File: src/rtl/sarray_drain.sv
// sarray_drain: buffers the array's bottom-edge rows and replays them as addressed store requests
`ifndef TMMA_CNT_WIDTH
`define TMMA_CNT_WIDTH 8
`endif
`ifndef SARRAY_STORE_WIDTH
`define SARRAY_STORE_WIDTH 512
`endif
module sarray_drain #(
  parameter int DEPTH = 8,
  parameter int CNT_W = `TMMA_CNT_WIDTH,
  parameter int DATA_W = `SARRAY_STORE_WIDTH,
  parameter int ADDR_W = 32,
  parameter int ROW_BYTES = `SARRAY_STORE_WIDTH / 8,
  parameter int AFULL_LVL = DEPTH - 2
) (
  input  logic              clk,
  input  logic              rst_n,
  input  logic              tile_start_i,
  input  logic [CNT_W-1:0]  tile_rows_i,
  input  logic [ADDR_W-1:0] tile_base_i,
  input  logic              bot_valid_i,
  input  logic [CNT_W-1:0]  bot_cnt_i,
  input  logic [DATA_W-1:0] bot_data_i,
  output logic              st_valid_o,
  input  logic              st_ready_i,
  output logic [ADDR_W-1:0] st_addr_o,
  output logic [DATA_W-1:0] st_data_o,
  output logic              post_storec_valid_o,
  output logic              afull_o,
  output logic              busy_o,
  output logic              ovf_err_o,
  output logic              seq_err_o,
  input  logic              err_clr_i
);
  localparam int AW = $clog2(DEPTH);
  typedef enum logic [1:0] {IDLE, ACTIVE, FLUSH} state_t;
  state_t state;
  logic [CNT_W+DATA_W-1:0] mem [DEPTH];
  logic [CNT_W+DATA_W-1:0] head;
  logic [AW-1:0] wp, rp;
  logic [AW:0] occ;
  logic [CNT_W-1:0] rows_q, exp_q;
  logic [ADDR_W-1:0] base_q;
  logic push_req, pop, full, push, last, done, seq_set, ovf_set;
  always_comb begin
    push_req = bot_valid_i && state == ACTIVE;
    st_valid_o = occ != '0;
    pop = st_valid_o && st_ready_i;
    full = occ == (AW+1)'(DEPTH);
    push = push_req && (!full || pop);
    last = push_req && bot_cnt_i == rows_q;
    // the final row is always the tail, so the last pop of FLUSH is the tile's final store
    done = state == FLUSH && ((pop && occ == (AW+1)'(1)) || occ == '0);
    seq_set = bot_valid_i && (state != ACTIVE || bot_cnt_i != exp_q);
    ovf_set = push_req && full && !pop;
    head = mem[rp];
    st_data_o = st_valid_o ? head[DATA_W-1:0] : '0;
    st_addr_o = st_valid_o ? base_q + ADDR_W'(head[CNT_W+DATA_W-1:DATA_W]) * ADDR_W'(ROW_BYTES) : '0;
    afull_o = occ >= (AW+1)'(AFULL_LVL);
    busy_o = state != IDLE;
  end
  always_ff @(posedge clk) if (push) mem[wp] <= {bot_cnt_i, bot_data_i};
  always_ff @(posedge clk or negedge rst_n) begin
    if (!rst_n) begin
      state <= IDLE;
      rows_q <= '0;
      base_q <= '0;
      exp_q <= '0;
      wp <= '0;
      rp <= '0;
      occ <= '0;
      post_storec_valid_o <= 1'b0;
      ovf_err_o <= 1'b0;
      seq_err_o <= 1'b0;
    end else begin
      if (state == IDLE && tile_start_i) begin
        state <= ACTIVE;
        rows_q <= tile_rows_i;
        base_q <= tile_base_i;
        exp_q <= '0;
      end else if (last) state <= FLUSH;
      else if (done) state <= IDLE;
      if (push_req) exp_q <= exp_q + CNT_W'(1);
      if (push) wp <= wp + AW'(1);
      if (pop) rp <= rp + AW'(1);
      occ <= occ + (AW+1)'(push) - (AW+1)'(pop);
      post_storec_valid_o <= done;
      ovf_err_o <= ovf_set || (ovf_err_o && !err_clr_i);
      seq_err_o <= seq_set || (seq_err_o && !err_clr_i);
    end
  end
endmodule
File: config.mk
export PLATFORM = sky130hd
export DESIGN_NAME = sarray_drain
export DESIGN_NICKNAME = d
export VERILOG_FILES = /design/src/rtl/sarray_drain.sv
export SDC_FILE = /design/constraint.sdc
export NUM_CORES = 2
export LEC_CHECK = 0
export CAP_MARGIN = 10
export CORE_UTILIZATION = 30
export CTS_BUF_LIST = sky130_fd_sc_hd__clkbuf_8
export DETAILED_ROUTE_END_ITERATION = 8
export PLACE_DENSITY_LB_ADDON = 0.12
export SLEW_MARGIN = 20
export SYNTH_ARGS = -nofsm -noshare
export SYNTH_HDL_FRONTEND = slang
export SYNTH_MEMORY_MAX_BITS = 65536
export SYNTH_SLANG_ARGS = --single-unit
File: constraint.sdc
create_clock -name clk -period 112.7 [get_ports clk]
set_input_delay 28.175 -clock clk [delete_from_list [all_inputs] [get_ports clk]]
set_output_delay 28.175 -clock clk [all_outputs]
set_load 0.005 [all_outputs]
# --- After elaboration in Yosys (flattened, before gate mapping) ---
# Memories as Yosys holds them, arrays and structs flattened.
# Index checks and enable logic that the tools add are counted.
word_totals:
  regBits: 63
  ramBits: 4160
  input_bits: 566
  out_inout_bits: 550
  wordCells: 60
  n_memories: 1
classes:
  n_addsub: 6
  magnitude_cmp: 1
  eq_ne: 7
  muxes: 9
  n_reduce_logical: 26
memory_table:
  columns: ["memory", "words", "word_bits", "rd", "rd_ports_with_merged_regs", "wr", "line", "rtl"]
  rows:
  - ["mem", 8, 520, 1, 0, 1, "38", "logic [CNT_W+DATA_W-1:0] mem [DEPTH];"]
op_table:
  columns: ["cell", "n"]
  rows:
  - ["$mux W512", 1]
  - ["$add A32 B14 Y32", 1]
  - ["$mux W32", 1]
  - ["$mux W8", 2]
  - ["$logic_and A1 B1 Y1", 12]
  - ["$add A8 B1 Y8 const B", 1]
  - ["$eq A8 B8 Y1", 1]
  - ["$ne A8 B8 Y1", 1]
  - ["$add A3 B1 Y3 const B", 2]
  - ["$mux W2", 3]
  - ["$logic_or A1 B1 Y1", 5]
  - ["$add A4 B1 Y4", 1]
  - ["$eq A4 B1 Y1 const B", 1]
  - ["$eq A4 B4 Y1 const B", 1]
  - ["$ge A4 B3 Y1 const B", 1]
  - ["$logic_not A4 Y1", 1]
  - ["$reduce_bool A2 Y1", 2]
  - ["$reduce_bool A4 Y1", 1]
  - ["$sub A4 B1 Y4", 1]
  - ["$logic_not A1 Y1", 3]
  - ["$reduce_bool A3 Y1", 1]
  - ["$eq A2 B1 Y1 const B", 1]
  - ["$eq A2 B2 Y1 const B", 1]
  - ["$logic_not A2 Y1", 1]
  - ["2 further kinds", 3]

# --- Logic depth before layout (Yosys ltp) ---
logic_depth:
  word_depth: 8
  mapped_depth: 13
  ltp_nobuf: 12

# --- Worst setup path after synthesis ---
# OpenSTA, ideal clock, no wires.
synth_path:
  kind: "input port to flip-flop"
  start: "input bot_valid_i"
  end: "memory mem[0][0] (netlist bit) (enable)"
  setup_ns: 2.041
  arrival_time_ns: 63.760
  required_time_ns: 110.659
  path_slack_ns: 46.899
  stages: 5
  path_buffers: 1
  cell_sequence: "and3b_1 clkbuf_1 and2_1 nand2b_1 nor3_1"
synth_between:
  elab_chain_len: 4
synth_lines:
  columns: ["element", "line", "rtl"]
  rows:
  - ["start: declaration", "21", "input logic bot_valid_i,"]
  - ["$logic_and A1 B1 Y1", "46", "push_req = bot_valid_i && state == ACTIVE;"]
  - ["$logic_and A1 B1 Y1", "50", "push = push_req && (!full || pop);"]
  - ["$mux W1", "62", "always_ff @(posedge clk) if (push) mem[wp] <= {bot_cnt_i, bot_data_i};"]
  - ["$mux W1 (implied by the code)", "62", null]
  - ["end: declaration", "38", null]
# No other way between the ends.

# --- Worst setup path after layout ---
layout_path:
  start: "register rp[0]"
  end: "output st_data_o[245]"
layout_between:
  elab_chain_len: 2
layout_lines:
  columns: ["element", "line", "rtl"]
  rows:
  - ["start: declaration", "40", "logic [AW-1:0] wp, rp;"]
  - ["start signal: assignment", "85", "if (pop) rp <= rp + AW'(1);"]
  - ["$mem_v2 Z8 W520", null, null]
  - ["$mux W512", "57", "st_data_o = st_valid_o ? head[DATA_W-1:0] : '0;"]
  - ["end: declaration", "27", "output logic [DATA_W-1:0] st_data_o,"]
# No other way between the ends.

==> reports/metrics.yaml <==
grt_max_degree: 123
timing.final.crit_share: 0.328
area_growth_pct: 20.8
required_ns: 84.53
clockRootBuffer: "clkbuf_8"
fin_worst_skew_ns: 0.0820
cts_resized: 0
wirelength_microns: 449000
gp_congestion: 0.742
arrival_ns: 8.77
via_count: 77532
antenna_found_initial: 201
dieHeight_microns: 734
relSlewSlack: 0.258
synthCells: 7040
power_density_mw_per_mm2: 26.5
worst_slack_ns: 75.75
rr_startpoint: "occ[2]"
stdcell_count: 16453
seq_area_frac_synth: 0.786
timing.final.crit_period_ns: 36.95
total_power_mw: 5.15
syn_area_per_cell_sq_um: 22.9
drive_above_1_share: 0.228
crit_start: "rp[0]"
synth-edff-count: 4160
port_buffers: 1115
drc: 0
dp_cells: 15107
place_ws_ns: 76.51
hp-start: "base_q[0]"
critical_path_class: "register to output port"
p_leak_nw: 63.4
hpwl_microns: 262000
cts_hold_buf: 0
maxCapViolCount: 0
grt_usage: 0.162
final-setup-viol-count: 0
cts-buffers-inserted: 734
finalInstanceArea_sq_mm: 0.194
worstPathMaxFanout: 46
async_reset_ff_frac: 0.0149
synth_cell_types: 49
die_area_sq_mm: 0.539
yosysTopAreaCellShare: 0.776
yosys_warnings: 0
die_x_microns: 734
final_cell_mix: "edfxtp_1 (4160), clkdlybuf4s50_1 (1114), mux4_2 (1040)"
grt-ovfl-total: 0
num_rows: 268
vdd_drop_max_mv: 0.0186
post_drt_wl_per_cell_microns: 27.3
core-area_sq_mm: 0.533
ys_ff_latch: 4223
finalHoldViolCount: 0
drt_iter0_markers: 5069
cts_setup_buffers: 0
yosysTopAreaCell: "edfxtp_1"
htree_levels: 6
outcome: "finished clean"
ys.flop_type: "edfxtp_1"
layout_commonest_cell: "edfxtp_1"
syn-cell-area_sq_mm: 0.161
io_pins: 1116
rsz0062_at_grt: "false"
worst_setup_path_start_kind: "register"
synth.area.top_cells: "edfxtp_1 (78%), mux4_2 (15%), mux2i_1 (3.2%), nor2_1 (1.3%), dfrtp_1 (0.98%)"
ant_nets: 0
drv_slew: 0
max-clock-path-buffers: 4
tritoncts: "done"
grt_pass1_vias: 83968
synth_nets: 7626
final_nets: 9275
grt_pass1_wl_microns: 634000
fmax_ghz: 0.0271
clkSinkCount: 4223
endpoint_kind: "output port"
worst_skew_pair.late_latency_ns: 1.25
dpl-instance-area_sq_mm: 0.181
start_util: 0.302
clk_pin_slew_ns: 0.06
hold_path_class: "register to register"
setup-tns-final_ns: 0
drt-vias-per-instance: 4.71
worst_pin_slew_ns: 1.11
firstDrtPassIters: 5
[final timing paths]
path,to,slack (ns),depth (start not counted)
max,st_data_o[245],75.75,10
min,base_q[0],0.48,2
max reg2reg,mem[2][146],105.93,11
min reg2reg,base_q[0],0.48,2
max in group asynchronous,rp[0],84.91,2
min in group asynchronous,base_q[18],27.12,2
[layer usage]
layer / part of all wire / up-vias / GRT usage
met5: 0.0016 / - / 0
met4: 0.025 / 110 / 0.0397
met3: 0.062 / 914 / 0.0434
met2: 0.48 / 2117 / 0.268
met1: 0.43 / 41587 / 0.211
li1: - / 32804 / -
[metrics by stage]
step                 util  hold slack, ns
floorplan               -           0.437
global placement    0.339           0.459
detailed placement  0.339           0.458
CTS                 0.364           0.481
global route        0.364           0.494
finish              0.364           0.482
[cell usage after synthesis, types with 2 or more instances]
library cell,instances
nand3_1,6
nand4_1,6
dfrtp_1,63
buf_2,105
o211ai_1,8
nor4_1,3
o22ai_1,3
a211oi_1,4
o31ai_1,3
inv_1,18
mux2_2,8
a21oi_1,16
a21o_1,3
and3_1,3
xor2_1,24
o21ai_0,16
mux2i_1,518
or4_1,3
xnor2_1,9
nand2_1,152
buf_4,50
edfxtp_1,4160
or3_1,6
fa_1,2
nor2_1,540
mux4_2,1040
ha_1,18
and2_1,11
nor3_1,7
nand2b_1,7
clkbuf_1,146
buf_1,64
nor2b_1,2
[state kept, by name (all words and copies together), names as in the netlist]
register,count
post_storec_valid_o,1
ovf_err_o,1
mem,4160
seq_err_o,1
wp,3
exp_q,8
base_q,32
rows_q,8
occ,4
state,2
rp,3
[worst max-delay path: stages, from the launching register on]
cell and delay [ns]:
dfrtp_4 1.07, buf_4 0.73, buf_4 0.67, buf_4 0.65, buf_4 0.86, buf_4 0.87, buf_4 0.73, mux4_2 0.59
mux2i_1 0.47, nor2_1 0.08, clkdlybuf4s50_1 0.50
[cell type report]
cell class | count | area (sq um)
well taps | 7155 | 8950
multi-input cells | 2434 | 32700
clock buffers | 746 | 10300
repair buffers | 1278 | 12600
flip-flops and latches | 4223 | 127000
diodes | 38 | 95.1
clock inverters | 561 | 3100
fillers | 49334 | 339000
inverters | 18 | 67.6
[kinds of logic after synthesis]
logic type	count (synthesis)	synth area share
and+or+nand+nor	751	0.0184
AOI/OAI and AO/OA	64	0.00264
buffers and inverters	383	0.0109
adders and majority gates	20	0.00165
DFF	4223	0.786
xor gates and xnor gates	33	0.00180
muxes	1566	0.178
[where the power goes]
| part | switching, mW | leakage [nW] | internal (mW) |
|---|---|---|---|
| Sequential | 0.0574 | 38.5 | 1.96 |
| Clock | 0.646 | 7.77 | 0.646 |
| Combinational | 0.982 | 17.1 | 0.854 |
| Total | 1.69 | 63.4 | 3.46 |
No activity file was read; power rests on OpenSTA's default activity.
